### src/rtl/br_credit_sender_rv2cv_if.sv
// Handshake bundle for the credit sender: the upstream ready-valid push side and
// the downstream credit-valid pop side, including both reset indications.
interface br_credit_sender_rv2cv_if #(
  parameter int Width = 1
);
  logic             push_valid;
  logic             push_ready;
  logic [Width-1:0] push_data;
  logic             pop_valid;
  logic [Width-1:0] pop_data;
  logic             pop_credit;
  logic             pop_sender_in_reset;
  logic             pop_receiver_in_reset;

  // The sender block sits on the slave side of this bundle.
  modport slave (
    input  push_valid, push_data, pop_credit, pop_receiver_in_reset,
    output push_ready, pop_valid, pop_data, pop_sender_in_reset
  );

  modport master (
    output push_valid, push_data, pop_credit, pop_receiver_in_reset,
    input  push_ready, pop_valid, pop_data, pop_sender_in_reset
  );
endinterface

### src/rtl/br_credit_sender_rv2cv.sv
// Ready-valid to credit-valid bridge: tracks sender credits, gates push_ready on
// available (non-withheld) credit and forwards each accepted beat as a pop pulse.
module br_credit_sender_rv2cv #(
  parameter int Width              = 1,
  parameter int MaxCredit          = 2,
  parameter int RegisterPopOutputs = 0,
  localparam int CreditWidth       = $clog2(MaxCredit + 1)
) (
  input  logic                   clk,
  input  logic                   rst_n,
  br_credit_sender_rv2cv_if.slave bus,
  input  logic [CreditWidth-1:0] credit_initial,
  input  logic [CreditWidth-1:0] credit_withhold,
  output logic [CreditWidth-1:0] credit_count,
  output logic [CreditWidth-1:0] credit_available
);

  localparam logic [CreditWidth-1:0] MaxCreditC = CreditWidth'(MaxCredit);

  logic                   r_init_pending;
  logic                   r_sender_in_reset;
  logic [CreditWidth-1:0] r_credit_count;

  logic                   w_init_active;
  logic                   w_bypass_ok;
  logic                   w_push_ready;
  logic                   w_handshake;
  logic                   w_overflow;
  logic                   w_underflow;
  logic [CreditWidth-1:0] w_credit_available;
  logic [CreditWidth-1:0] w_credit_count_next;

  assign w_init_active      = r_init_pending | bus.pop_receiver_in_reset;
  assign w_credit_available = (r_credit_count > credit_withhold) ?
                              (r_credit_count - credit_withhold) : '0;
  // A credit arriving this cycle can be spent at once if it would not be withheld.
  assign w_bypass_ok  = bus.pop_credit && (r_credit_count < MaxCreditC) &&
                        (r_credit_count >= credit_withhold);
  assign w_push_ready = !w_init_active && ((w_credit_available != '0) || w_bypass_ok);
  assign w_handshake  = bus.push_valid & w_push_ready;

  assign w_overflow  = !w_init_active && bus.pop_credit && !w_handshake &&
                       (r_credit_count == MaxCreditC);
  assign w_underflow = !w_init_active && w_handshake && !bus.pop_credit &&
                       (r_credit_count == '0);

  always_comb begin
    w_credit_count_next = r_credit_count;
    if (w_init_active) begin
      w_credit_count_next = credit_initial;
    end else begin
      unique case ({bus.pop_credit, w_handshake})
        2'b10: if (r_credit_count < MaxCreditC)
                 w_credit_count_next = r_credit_count + CreditWidth'(1);
        2'b01: if (r_credit_count != '0)
                 w_credit_count_next = r_credit_count - CreditWidth'(1);
        default: w_credit_count_next = r_credit_count;
      endcase
    end
  end

  always_ff @(posedge clk or negedge rst_n) begin
    if (!rst_n) begin
      r_init_pending    <= 1'b1;
      r_sender_in_reset <= 1'b1;
      r_credit_count    <= '0;
    end else begin
      r_init_pending    <= r_init_pending & bus.pop_receiver_in_reset;
      r_sender_in_reset <= 1'b0;
      r_credit_count    <= w_credit_count_next;
    end
  end

  generate
    if (RegisterPopOutputs != 0) begin : g_reg_pop
      logic             r_pop_valid;
      logic [Width-1:0] r_pop_data;

      always_ff @(posedge clk or negedge rst_n) begin
        if (!rst_n) begin
          r_pop_valid <= 1'b0;
          r_pop_data  <= '0;
        end else begin
          r_pop_valid <= w_handshake & !w_init_active;
          if (w_handshake) r_pop_data <= bus.push_data;
        end
      end

      assign bus.pop_valid = r_pop_valid;
      assign bus.pop_data  = r_pop_data;
    end else begin : g_comb_pop
      assign bus.pop_valid = w_handshake;
      assign bus.pop_data  = bus.push_data;
    end
  endgenerate

  assign bus.push_ready          = w_push_ready;
  assign bus.pop_sender_in_reset = r_sender_in_reset;
  assign credit_count            = r_credit_count;
  assign credit_available        = w_credit_available;

  a_no_overflow:  assert property (@(posedge clk) disable iff (!rst_n) !w_overflow);
  a_no_underflow: assert property (@(posedge clk) disable iff (!rst_n) !w_underflow);

endmodule

### src/flat_wrapper.sv
// flat-port wrapper written by rule: the top's interface ports become plain ports
module br_credit_sender_rv2cv_flat 
#(
  parameter int Width              = 1,
  parameter int MaxCredit          = 2,
  parameter int RegisterPopOutputs = 0,
  localparam int CreditWidth       = $clog2(MaxCredit + 1)
)
  (clk, rst_n, credit_initial, credit_withhold, credit_count, credit_available, bus_push_valid, bus_push_data, bus_pop_credit, bus_pop_receiver_in_reset, bus_push_ready, bus_pop_valid, bus_pop_data, bus_pop_sender_in_reset);
  br_credit_sender_rv2cv_if #(.Width(Width)) bus_i ();
  input  logic clk;
  input  logic rst_n;
  input  logic [CreditWidth-1:0] credit_initial;
  input  logic [CreditWidth-1:0] credit_withhold;
  output logic [CreditWidth-1:0] credit_count;
  output logic [CreditWidth-1:0] credit_available;
  input wire logic [$bits(bus_i.push_valid)-1:0] bus_push_valid;
  input wire logic [$bits(bus_i.push_data)-1:0] bus_push_data;
  input wire logic [$bits(bus_i.pop_credit)-1:0] bus_pop_credit;
  input wire logic [$bits(bus_i.pop_receiver_in_reset)-1:0] bus_pop_receiver_in_reset;
  output wire logic [$bits(bus_i.push_ready)-1:0] bus_push_ready;
  output wire logic [$bits(bus_i.pop_valid)-1:0] bus_pop_valid;
  output wire logic [$bits(bus_i.pop_data)-1:0] bus_pop_data;
  output wire logic [$bits(bus_i.pop_sender_in_reset)-1:0] bus_pop_sender_in_reset;
  assign bus_i.push_valid = bus_push_valid;
  assign bus_i.push_data = bus_push_data;
  assign bus_i.pop_credit = bus_pop_credit;
  assign bus_i.pop_receiver_in_reset = bus_pop_receiver_in_reset;
  assign bus_push_ready = bus_i.push_ready;
  assign bus_pop_valid = bus_i.pop_valid;
  assign bus_pop_data = bus_i.pop_data;
  assign bus_pop_sender_in_reset = bus_i.pop_sender_in_reset;
  br_credit_sender_rv2cv #(.Width(Width), .MaxCredit(MaxCredit), .RegisterPopOutputs(RegisterPopOutputs)) u_core (.clk(clk), .rst_n(rst_n), .bus(bus_i), .credit_initial(credit_initial), .credit_withhold(credit_withhold), .credit_count(credit_count), .credit_available(credit_available));
endmodule
### config.mk
export PLATFORM = sky130hd
export DESIGN_NAME = br_credit_sender_rv2cv_flat
export DESIGN_NICKNAME = d
export VERILOG_FILES = /design/src/rtl/br_credit_sender_rv2cv_if.sv /design/src/rtl/br_credit_sender_rv2cv.sv /design/src/flat_wrapper.sv
export SDC_FILE = /design/constraint.sdc
export NUM_CORES = 1
export LEC_CHECK = 0
export CORE_AREA = 8 8 45 47
export CTS_BUF_LIST = sky130_fd_sc_hd__clkbuf_16
export DETAILED_ROUTE_END_ITERATION = 16
export DIE_AREA = 0 0 53 55
export PLACE_DENSITY_LB_ADDON = 0.1
export SKIP_CTS_REPAIR_TIMING = 1
export SLEW_MARGIN = 40
export SYNTH_ARGS = -nofsm -noshare
export SYNTH_HDL_FRONTEND = slang
export SYNTH_SLANG_ARGS = --single-unit
### constraint.sdc
create_clock -name clk -period 3.43 [get_ports clk]
set_input_delay 0.686 -clock clk [delete_from_list [all_inputs] [get_ports clk]]
set_output_delay 0.686 -clock clk [all_outputs]
set_load 0.01 [all_outputs]
## Yosys cells after proc, flatten, opt, wreduce, memory -nomap -nowiden

Cells that the tools add are included.
W data, S select, Z words.

| operators by class | value |
|---|---|
| add/sub/neg operators | 3 |
| multiply operators | 0 |
| div/mod/pow operators | 0 |
| order comparisons | 3 |
| equal/unequal tests | 4 |
| shifts and indexed selects | 0 |
| multiplexer cells | 5 |
| bitwise logic cells | 3 |
| reductions and logical operators | 9 |

Operators with widths:

| cell | count |
|---|---|
| $mux W2 | 4 |
| $ne A3 B1 Y1 const B | 2 |
| $pmux W2 S2 | 1 |
| $reduce_bool A2 Y1 | 2 |
| $logic_and A1 B1 Y1 | 3 |
| $reduce_and A3 Y1 | 1 |
| $reduce_bool A3 Y1 | 1 |
| $add A2 B1 Y2 const B | 1 |
| $and A1 B1 Y1 | 2 |
| $eq A2 B1 Y1 const B | 1 |
| $eq A2 B2 Y1 const B | 1 |
| $ge A2 B2 Y1 | 1 |
| $gt A2 B2 Y1 | 1 |
| $lt A2 B2 Y1 const B | 1 |
| $sub A2 B1 Y2 const B | 1 |
| $sub A2 B2 Y2 | 1 |
| $logic_not A1 Y1 | 1 |
| $logic_or A1 B1 Y1 | 1 |
| $or A1 B1 Y1 | 1 |

| word-level totals | value |
|---|---|
| bits in registers | 4 |
| bits in latches | 0 |
| RAM bits | 0 |
| memory bits (read-only) | 0 |
| input port bits | 10 |
| output and inout port bits | 8 |
| logic and storage cells | 30 |
| memories kept | 0 |

## Longest topological paths before layout

Gate-level depths: netlist of the first run.

| logic depth | value |
|---|---|
| depth after elaboration | 9 |
| gate-level depth with buffers | 11 |

## Least setup slack after synthesis of the first run

No wires, ideal clock.

| path | value |
|---|---|
| kind | in2reg |
| start point | input port credit_withhold[0] |
| end point | register u_core.r_credit_count[1], in the netlist u_core.credit_count[1] |
| arrival | 2.643 ns |
| data required time | 3.306 ns |
| slack | 0.663 ns |
| cell stages on the path | 10 |
| path buffers | 0 |
| path through | ha_1 -> inv_1 -> fa_1 -> nand2b_1 -> a311oi_4 -> nand2_1 -> ha_1 -> a211o_1 -> a21oi_1 -> a21oi_1 |

| on the way | value |
|---|---|
| cells in the longest elaborated chain, start to end | 9 |
| elaborated cells on any way between the ends | 17 |

RTL lines:

| what | RTL line | RTL |
|---|---|---|
| start: declaration | flat_wrapper.sv:14 | `input logic [CreditWidth-1:0] credit_withhold;` |
| $sub A2 B2 Y2 or $gt A2 B2 Y1 (tied branches) | br_credit_sender_rv2cv.sv:35, br_credit_sender_rv2cv.sv:34 |  |
| $mux W2 | br_credit_sender_rv2cv.sv:34 | `assign w_credit_available = (r_credit_count > credit_withhold) ?` |
| $reduce_bool A2 Y1 | br_credit_sender_rv2cv.sv:39 | `assign w_push_ready = !w_init_active && ((w_credit_available != '0) \|\| w_bypass_ok);` |
| $logic_or A1 B1 Y1 (*) | br_credit_sender_rv2cv.sv:39 |  |
| $logic_and A1 B1 Y1 (*) | br_credit_sender_rv2cv.sv:39 |  |
| named net bus_push_ready | flat_wrapper.sv:21 | `output wire logic [$bits(bus_i.push_ready)-1:0] bus_push_ready;` |
| $and A1 B1 Y1 (*) | br_credit_sender_rv2cv.sv:40 | `assign w_handshake = bus.push_valid & w_push_ready;` |
| $eq A2 B1 Y1 or $eq A2 B2 Y1 (tied branches) | br_credit_sender_rv2cv.sv:52 | `unique case ({bus.pop_credit, w_handshake})` |
| $ne A3 B1 Y1 (no line) (tied with other cells) | - |  |
| $reduce_and A3 Y1 (no line) or $mux W2 (tied branches) | - |  |
| end signal: assignment | br_credit_sender_rv2cv.sv:70 | `r_credit_count <= w_credit_count_next;` |
| end: declaration | br_credit_sender_rv2cv.sv:22 | `logic [CreditWidth-1:0] r_credit_count;` |

The timed path passes the listed nets; every way through them passes the cells marked *.
A chain may end at the register's enable or synchronous reset.

## Final worst setup path of the first run

| path | value |
|---|---|
| start point | input port credit_withhold[0] |
| end point | output port bus_pop_valid |

| on the way | value |
|---|---|
| cells in the longest elaborated chain, start to end | 6 |
| elaborated cells on any way between the ends | 9 |

RTL lines:

| what | RTL line | RTL |
|---|---|---|
| $sub A2 B2 Y2 or $gt A2 B2 Y1 (tied branches) | br_credit_sender_rv2cv.sv:35, br_credit_sender_rv2cv.sv:34 |  |
| $mux W2 | br_credit_sender_rv2cv.sv:34 |  |
| $reduce_bool A2 Y1 | br_credit_sender_rv2cv.sv:39 |  |
| $logic_or A1 B1 Y1 (*) | br_credit_sender_rv2cv.sv:39 |  |
| $logic_and A1 B1 Y1 (*) | br_credit_sender_rv2cv.sv:39 |  |
| $and A1 B1 Y1 (*) | br_credit_sender_rv2cv.sv:40 |  |
| end: declaration | flat_wrapper.sv:22 | `output wire logic [$bits(bus_i.pop_valid)-1:0] bus_pop_valid;` |

Every way passes the cells marked *; elsewhere a longest branch is shown, timed or not.

==> results of run 1 <==
-- layout make-up --
type	instances	area share
timing repair buffer	19	0.287
tap	16	0.0310
clock inverter	1	0.00581
multi-input combinational	31	0.378
clock buffer	3	0.116
inverter	4	0.0233
sequential	4	0.159
-- worst paths after layout --
kind,slack (ps),cells past startpoint,end
worst min register to register,550,1,u_core.r_init_pending$_DFF_PN1_
max in group asynchronous,2520,1,u_core.r_init_pending$_DFF_PN1_
worst min-delay path,550,1,u_core.r_init_pending$_DFF_PN1_
worst max register to register,690,12,u_core.credit_count[0]$_DFFE_PN0P_
worst max-delay path,180,8,bus_pop_valid
min in group asynchronous,660,1,u_core.credit_count[0]$_DFFE_PN0P_
-- metal layers --
layer,track usage,part of all wire
met1,0.0674,0.48
met4,0.0517,0.022
met2,0.102,0.45
met5,0,0
met3,0.0160,0.049
-- power groups by stage --
stage / Sequential, mW / Clock [mW] / Combinational [mW]
floorplan: 0.0628 / 0 / 0.0607
global placement: 0.0627 / 0 / 0.119
detailed placement: 0.0628 / 0 / 0.118
CTS: 0.0624 / 0.190 / 0.118
global route: 0.0639 / 0.191 / 0.127
finish: 0.0620 / 0.186 / 0.115
-- registers in the layout (all words and copies together) (netlist names) --
register,count
u_core.credit_count,2
u_core.bus.pop_sender_in_reset,1
u_core.r_init_pending,1
-- cells in the mapped netlist --
master	instances	share of area
a311oi_4	1	0.071
and2_2	1	0.020
and2_1	1	0.017
ha_1	4	0.14
nor4b_1	1	0.024
nand2_1	2	0.020
inv_1	4	0.041
a211o_1	1	0.024
conb_1	1	0.010
nand2b_1	2	0.034
a31oi_1	1	0.017
nor3b_1	1	0.020
a21oi_1	5	0.068
or2_4	1	0.024
a211oi_1	1	0.020
dfstp_2	2	0.14
nor2b_1	2	0.034
nor2_1	3	0.031
o21bai_1	1	0.020
fa_1	1	0.054
dfrtp_1	2	0.14
nor4_1	1	0.017
buf_4	1	0.020
-- worst register-to-register path, delay by kind of cell, from the launching register on --
family                     cells  cell delay (ps)
adders and majority gates      3              980
buffers and inverters          3              290
AOI/OAI and AO/OA              3              520
and+or+nand+nor                3              420
DFF                            1              450
-- cell usage in the layout, fill, tap and decap left out, drive strengths merged, types with 3 or more instances in the layout --
master          n
clkdlybuf4s50  13
inv             5
a21oi           5
ha              4
buf             4
nor2            3
clkbuf          3
-- per-stage QoR --
step	setup slack [ps]	util	instance area [µm²]
2_1_floorplan	663	-	369
3_3_place_gp	-200	0.406	562
3_5_place_dp	-232	0.406	562
4_1_cts	-235	0.463	641
5_1_grt	64.3	0.467	646
6_report	181	0.467	646
-- logic make-up (layout without fill, tap and decap cells) --
family,after synthesis,after routing,share of synthesized area
buf+inv,5,27,0.0610
flops,4,4,0.278
fa+ha+maj,5,5,0.190
simple gates,15,15,0.241
other cells,1,1,0.0102
compound gates,10,10,0.220
==> flow_summary_export.csv, run 1 <==
group,metric,value,unit
outcome,status,"complete, no violations",
setup_path,cp_slowest_cell,"fa_1",
setup_path,required,2740,ps
logic_synthesis,yosys_warnings,0,
clock_network,cts_buffer_depth,2,
timing,rsz0062_at_grt,"no",
setup_path,cp.arrival,2560,ps
detailed_routing,drc,0,
setup_path,cp_cell_sequence,"clkdlybuf4s50_1, ha_1, inv_1, fa_1, nand2b_1, a311oi_4, and2_1, dlymetal6s2s_1",
clock_network,cts_tree,"done",
clock_network,cts_root_buf,"clkbuf_16",
logic_synthesis,syn_avg_cell_area,9.23,µm²
timing,timing.hold.ws,545,ps
global_route,grt_pass1_vias,336,
cells_and_area,fin_cells,78,
pwr,p_sw_frac,0.254,
detailed_routing,drtAntennaViolNets,0,
detailed_routing,drtIter0Drc,0,
die,io_pins,18,
timing,hold_viol,0,
pwr,p_seq_frac,0.171,
clock_network,cts_max_level,1,
setup_path,critical_path.max_fanout,2,
global_route,grt-ovfl-total,0,
detailed_routing,wl_per_cell,10.5,µm
cells_and_area,final_nets,78,
logic_synthesis,synth_cell_types,23,
timing,fin_crit,3250,ps
cells_and_area,seq_area,103,µm²
setup_path,crit_path_start_kind,"primary input",
flow_run,cap_viol_max_count,0,
die,core,1380,µm²
pwr,power_frac_clock,0.513,
place,placed_cells,74,
setup_path,cp-end-kind,"output port",
clock_network,clk_latency,230,ps
setup_path,crit_buf_inv,3,
pwr,p_int,0.271,mW
global_route,grt_max_degree,11,
setup_path,crit_family,"buffers and inverters",
cells_and_area,multi_input_area,244,µm²
detailed_routing,vias_per_cell,4.27,
global_route,antenna_found_initial,0,
clock_network,cts_buffers,3,
setup_path,path_class,"primary input to output port",
setup_path,cpPeakStageDelay,500,ps
logic_synthesis,yosys_register_bits,4,
logic_synthesis,synth_cells,40,
place,dpl.hpwl,670,µm
worst_hold_path,hold_path_class,"flop to flop",
cells_and_area,diodes,0,
timing,fin_crit_sh,0.947,
clock_network,cts_sinks,4,
global_route,grt_first_pass_wirelength,1.34,mm
pwr,p_switching,0.0921,mW
pwr,total_power,0.363,mW
logic_synthesis,netlist_area,369,µm²
cells_and_area,drive_gt1_frac,0.194,
logic_synthesis,syn-num-nets,55,
timing,clock-skew-final,5.00,ps
setup_path,rr_startpoint,"u_core.credit_count[0]$_DFFE_PN0P_",
clock_network,path_clk_slew,30,ps
pwr,p_leak,0.304,nW
global_route,track_usage,0.0625,
cells_and_area,area_growth_syn_to_layout,74.9,%
setup_path,crit_start,"credit_withhold[0]",
die,die_area,2920,µm²
die,initial_core_util,0.267,
die,rows,14,
timing,clock.fmax,0.308,GHz
die,die_y,55,µm
detailed_routing,dr.pass1.iters,1,
logic_synthesis,yosysSeqAreaShare,0.278,
cells_and_area,fill_cells,138,
pwr,worst_ir_drop_vdd,575,µV
detailed_routing,wirelength,819,µm
timing,finalSetupTns,0,ps
die,fp.dieW,53,µm
place,place_congestion,0.776,
timing,setup_viol,0,
worst_hold_path,min_from,"u_core.r_init_pending$_DFF_PN1_",
pwr,p_comb_frac,0.316,
detailed_routing,vias,333,
timing,slew_violations,0,
place,portBuffers,15,
pwr,power_density,562,nW/µm²
Note: power is estimated with default switching activity, not from simulation.
==> run 2: changes to the inputs <==
- GPL_TIMING_DRIVEN: not set -> 0
==> flow_summary_export.csv, run 2 (same netlist as run 1, synthesis figures left out) <==
group,metric,value,unit
timing,clock.fmax,0.304,GHz
clock_network,cts_buffers,3,
pwr,worst_ir_drop_vdd,606,µV
clock_network,cts_max_level,1,
timing,hold_viol,0,
timing,rsz0062_at_grt,"no",
detailed_routing,wl_per_cell,10.6,µm
timing,slew_violations,0,
place,place_congestion,0.675,
place,dpl.hpwl,676,µm
die,io_pins,18,
clock_network,cts_tree,"done",
die,fp.dieW,53,µm
timing,clock-skew-final,5.04,ps
detailed_routing,wirelength,807,µm
global_route,track_usage,0.0587,
setup_path,cp-end-kind,"output port",
worst_hold_path,min_from,"u_core.r_init_pending$_DFF_PN1_",
pwr,p_leak,0.293,nW
setup_path,crit_start,"credit_withhold[0]",
setup_path,cp_cell_sequence,"clkdlybuf4s50_1, ha_1, inv_1, fa_1, nand2b_1, a311oi_4, and2_1, dlymetal6s2s_1",
cells_and_area,fill_cells,138,
global_route,antenna_found_initial,0,
timing,setup_viol,0,
global_route,grt_max_degree,11,
setup_path,required,2740,ps
setup_path,rr_startpoint,"u_core.credit_count[0]$_DFFE_PN0P_",
clock_network,path_clk_slew,30,ps
setup_path,cpPeakStageDelay,500,ps
timing,fin_crit_sh,0.957,
worst_hold_path,hold_path_class,"flop to flop",
detailed_routing,drc,0,
setup_path,path_class,"primary input to output port",
clock_network,cts_root_buf,"clkbuf_16",
place,portBuffers,16,
clock_network,clk_latency,220,ps
clock_network,cts_sinks,4,
global_route,grt-ovfl-total,0,
clock_network,cts_buffer_depth,2,
detailed_routing,drtAntennaViolNets,0,
cells_and_area,area_growth_syn_to_layout,71.5,%
cells_and_area,final_nets,76,
cells_and_area,drive_gt1_frac,0.150,
timing,timing.hold.ws,547,ps
detailed_routing,dr.pass1.iters,2,
setup_path,crit_family,"buffers and inverters",
detailed_routing,vias,344,
cells_and_area,final_common_cell,"clkdlybuf4s50_1",
setup_path,critical_path.max_fanout,3,
place,placed_area,549,µm²
die,die_y,55,µm
die,initial_core_util,0.267,
setup_path,cp.arrival,2600,ps
setup_path,cp_slowest_cell,"fa_1",
global_route,grt_pass1_vias,344,
global_route,grt_first_pass_wirelength,1.30,mm
flow_run,cap_viol_max_count,0,
cells_and_area,largest_reg_flops,2,
outcome,status,"complete, no violations",
setup_path,r2r_slack,750,ps
cells_and_area,diodes,0,
die,die_area,2920,µm²
die,rows,14,
cells_and_area,final_cell_area,633,µm²
setup_path,crit_path_start_kind,"primary input",
timing,fin_crit,3280,ps
pwr,power_density,557,nW/µm²
detailed_routing,vias_per_cell,4.53,
die,core,1380,µm²
setup_path,crit_buf_inv,3,
detailed_routing,drtIter0Drc,1,
cells_and_area,final_cell_mix,"14 x clkdlybuf4s50_1, 5 x inv_1, 5 x a21oi_1",
-- run 2: through the flow --
step | power [mW] | std cells | setup slack (ps) | TNS [ps] | utilization
2_1_floorplan | 0.123 | 40 | 663 | 0 | -
3_3_place_gp | 0.174 | 72 | -233 | -325 | 0.397
3_5_place_dp | 0.174 | 72 | -283 | -420 | 0.397
4_1_cts | 0.360 | 76 | -271 | -398 | 0.454
5_1_grt | 0.372 | 76 | 55.3 | 0 | 0.458
6_report | 0.353 | 76 | 146 | 0 | 0.458
-- run 2: path summary, 6_finish.rpt --
path	cells past startpoint	to
min in group asynchronous	1	u_core.credit_count[1]$_DFFE_PN0P_
worst max-delay path	8	bus_pop_valid
worst min-delay path	1	u_core.r_init_pending$_DFF_PN1_
worst min register to register	1	u_core.r_init_pending$_DFF_PN1_
worst max register to register	11	u_core.credit_count[0]$_DFFE_PN0P_
max in group asynchronous	1	u_core.bus.pop_sender_in_reset$_DFF_PN1_
-- run 2: per-layer routing --
metal,up-vias,share of wire,GRT usage
met5,-,0,0
li1,178,-,-
met2,9,0.47,0.0996
met3,2,0.051,0.0214
met4,0,0.0099,0.0388
met1,155,0.47,0.0598
-- run 2: layout make-up --
cell class                 count  area (µm²)  area share
multi-input combinational     31         244       0.385
inverter                       4        15.0      0.0237
clock buffer                   3        75.1       0.119
timing repair buffer          16         165       0.261
buffer                         1        7.51      0.0119
tap                           16        20.0      0.0316
sequential                     4         103       0.162
clock inverter                 1        3.75     0.00593
-- run 2: power breakdown --
part	total (mW)	switching (mW)	internal [mW]	leakage, nW
Combinational	0.108	0.0464	0.0620	0.207
Sequential	0.0618	0.00936	0.0524	0.0433
Clock	0.182	0.0320	0.150	0.0423
Total	0.353	0.0878	0.265	0.293
==> run 3: changes to the inputs <==
- CTS_CLUSTER_SIZE: not set -> 12
- MAX_ROUTING_LAYER: not set -> met4
==> flow_summary_export.csv, run 3 (same netlist as run 1, synthesis figures left out) <==
group,metric,value,unit
outcome,status,"complete, no violations",
cells_and_area,multi_input_area,244,µm²
place,dpl.hpwl,676,µm
timing,slew_violations,0,
pwr,p_switching,0.0878,mW
cells_and_area,final_nets,76,
worst_hold_path,hold_path_class,"flop to flop",
cells_and_area,diodes,0,
timing,clock.fmax,0.304,GHz
cells_and_area,area_growth_syn_to_layout,71.5,%
detailed_routing,drtIter0Drc,1,
pwr,worst_ir_drop_vdd,606,µV
cells_and_area,final_cell_mix,"14 x clkdlybuf4s50_1, 5 x inv_1, 5 x a21oi_1",
setup_path,critical_path.max_fanout,3,
detailed_routing,wl_per_cell,10.6,µm
place,portBuffers,16,
pwr,power_frac_clock,0.517,
clock_network,cts_buffer_depth,2,
cells_and_area,fill_cells,138,
cells_and_area,seq_area,103,µm²
timing,rsz0062_at_grt,"no",
die,die_area,2920,µm²
cells_and_area,drive_gt1_frac,0.150,
global_route,grt_first_pass_wirelength,1.30,mm
setup_path,cp-end-kind,"output port",
global_route,grt-ovfl-total,0,
clock_network,cts_sinks,4,
clock_network,cts_tree,"done",
die,die_y,55,µm
global_route,grt_max_degree,11,
clock_network,cts_root_buf,"clkbuf_16",
flow_run,cap_viol_max_count,0,
die,initial_core_util,0.267,
cells_and_area,final_common_cell,"clkdlybuf4s50_1",
pwr,p_seq_frac,0.175,
detailed_routing,wirelength,807,µm
detailed_routing,drtAntennaViolNets,0,
global_route,track_usage,0.0605,
timing,final.setup.worst_slack,146,ps
detailed_routing,dr.pass1.iters,2,
clock_network,clk_latency,220,ps
timing,hold_viol,0,
timing,setup_viol,0,
clock_network,cts_max_level,1,
setup_path,required,2740,ps
die,io_pins,18,
timing,fin_crit_sh,0.957,
die,core,1380,µm²
pwr,p_comb_frac,0.307,
timing,clock-skew-final,5.02,ps
cells_and_area,largest_reg_flops,2,
clock_network,path_clk_slew,30,ps
detailed_routing,drc,0,
timing,fin_crit,3280,ps
place,pre_cts_slack,-283,ps
global_route,antenna_found_initial,0,
detailed_routing,vias_per_cell,4.50,
pwr,p_leak,0.293,nW
die,fp.dieW,53,µm
pwr,p_sw_frac,0.249,
setup_path,crit_path_start_kind,"primary input",
clock_network,cts_buffers,3,
detailed_routing,vias,342,
setup_path,cp.arrival,2600,ps
pwr,p_int,0.265,mW
setup_path,path_class,"primary input to output port",
place,place_congestion,0.682,
global_route,grt_pass1_vias,345,
pwr,power_density,557,nW/µm²
die,rows,14,
cells_and_area,post-route-util,0.458,
## run 3: cell counts in the layout (fill, tap and decap cells not counted)
No cell type changed its count.
## run 3: power groups by stage
stage               logic (mW)  registers [mW]  clock network [mW]
global placement         0.111          0.0627                   0
finish                   0.108          0.0618               0.182
floorplan               0.0607          0.0628                   0
detailed placement       0.111          0.0626                   0
global route             0.119          0.0633               0.189
CTS                      0.111          0.0623               0.186
## run 3: final timing paths
path                                               startpoint                                  endpoint  slack (ps)  depth (start not counted)
max in group asynchronous                               rst_n  u_core.bus.pop_sender_in_reset$_DFF_PN1_        2540                          1
min in group asynchronous                               rst_n        u_core.credit_count[1]$_DFFE_PN0P_         660                          1
max                                        credit_withhold[0]                             bus_pop_valid         150                          8
min reg2reg                   u_core.r_init_pending$_DFF_PN1_           u_core.r_init_pending$_DFF_PN1_         550                          1
min                           u_core.r_init_pending$_DFF_PN1_           u_core.r_init_pending$_DFF_PN1_         550                          1
max reg2reg                u_core.credit_count[0]$_DFFE_PN0P_        u_core.credit_count[0]$_DFFE_PN0P_         750                         11
## run 3: through the flow
stage	total power, mW	cells	hold WS [ps]	cell area [µm²]	setup TNS, ps
floorplan	0.123	40	390	369	0
global placement	0.174	72	544	549	-325
detailed placement	0.174	72	543	549	-420
CTS	0.360	76	550	628	-398
global route	0.372	76	567	633	0
finish	0.353	76	547	633	0
## run 3: final cells by class
| type | count | area share |
|---|---|---|
| tap | 16 | 0.0316 |
| buffer | 1 | 0.0119 |
| clock buffer | 3 | 0.119 |
| timing repair buffer | 16 | 0.261 |
| inverter | 4 | 0.0237 |
| multi-input combinational | 31 | 0.385 |
| clock inverter | 1 | 0.00593 |
| sequential | 4 | 0.162 |
## run 3: routing by layer
metal	track usage	routed length [µm]
met5	-	0
met4	0.0388	0
met3	0.0214	41
met2	0.0996	385
met1	0.0598	380
## run 3: critical path, stage by stage
cell	delay [ps]
clkdlybuf4s50_1	460
ha_1	150
inv_1	50
fa_1	500
nand2b_1	90
a311oi_4	320
and2_1	180
dlymetal6s2s_1	160
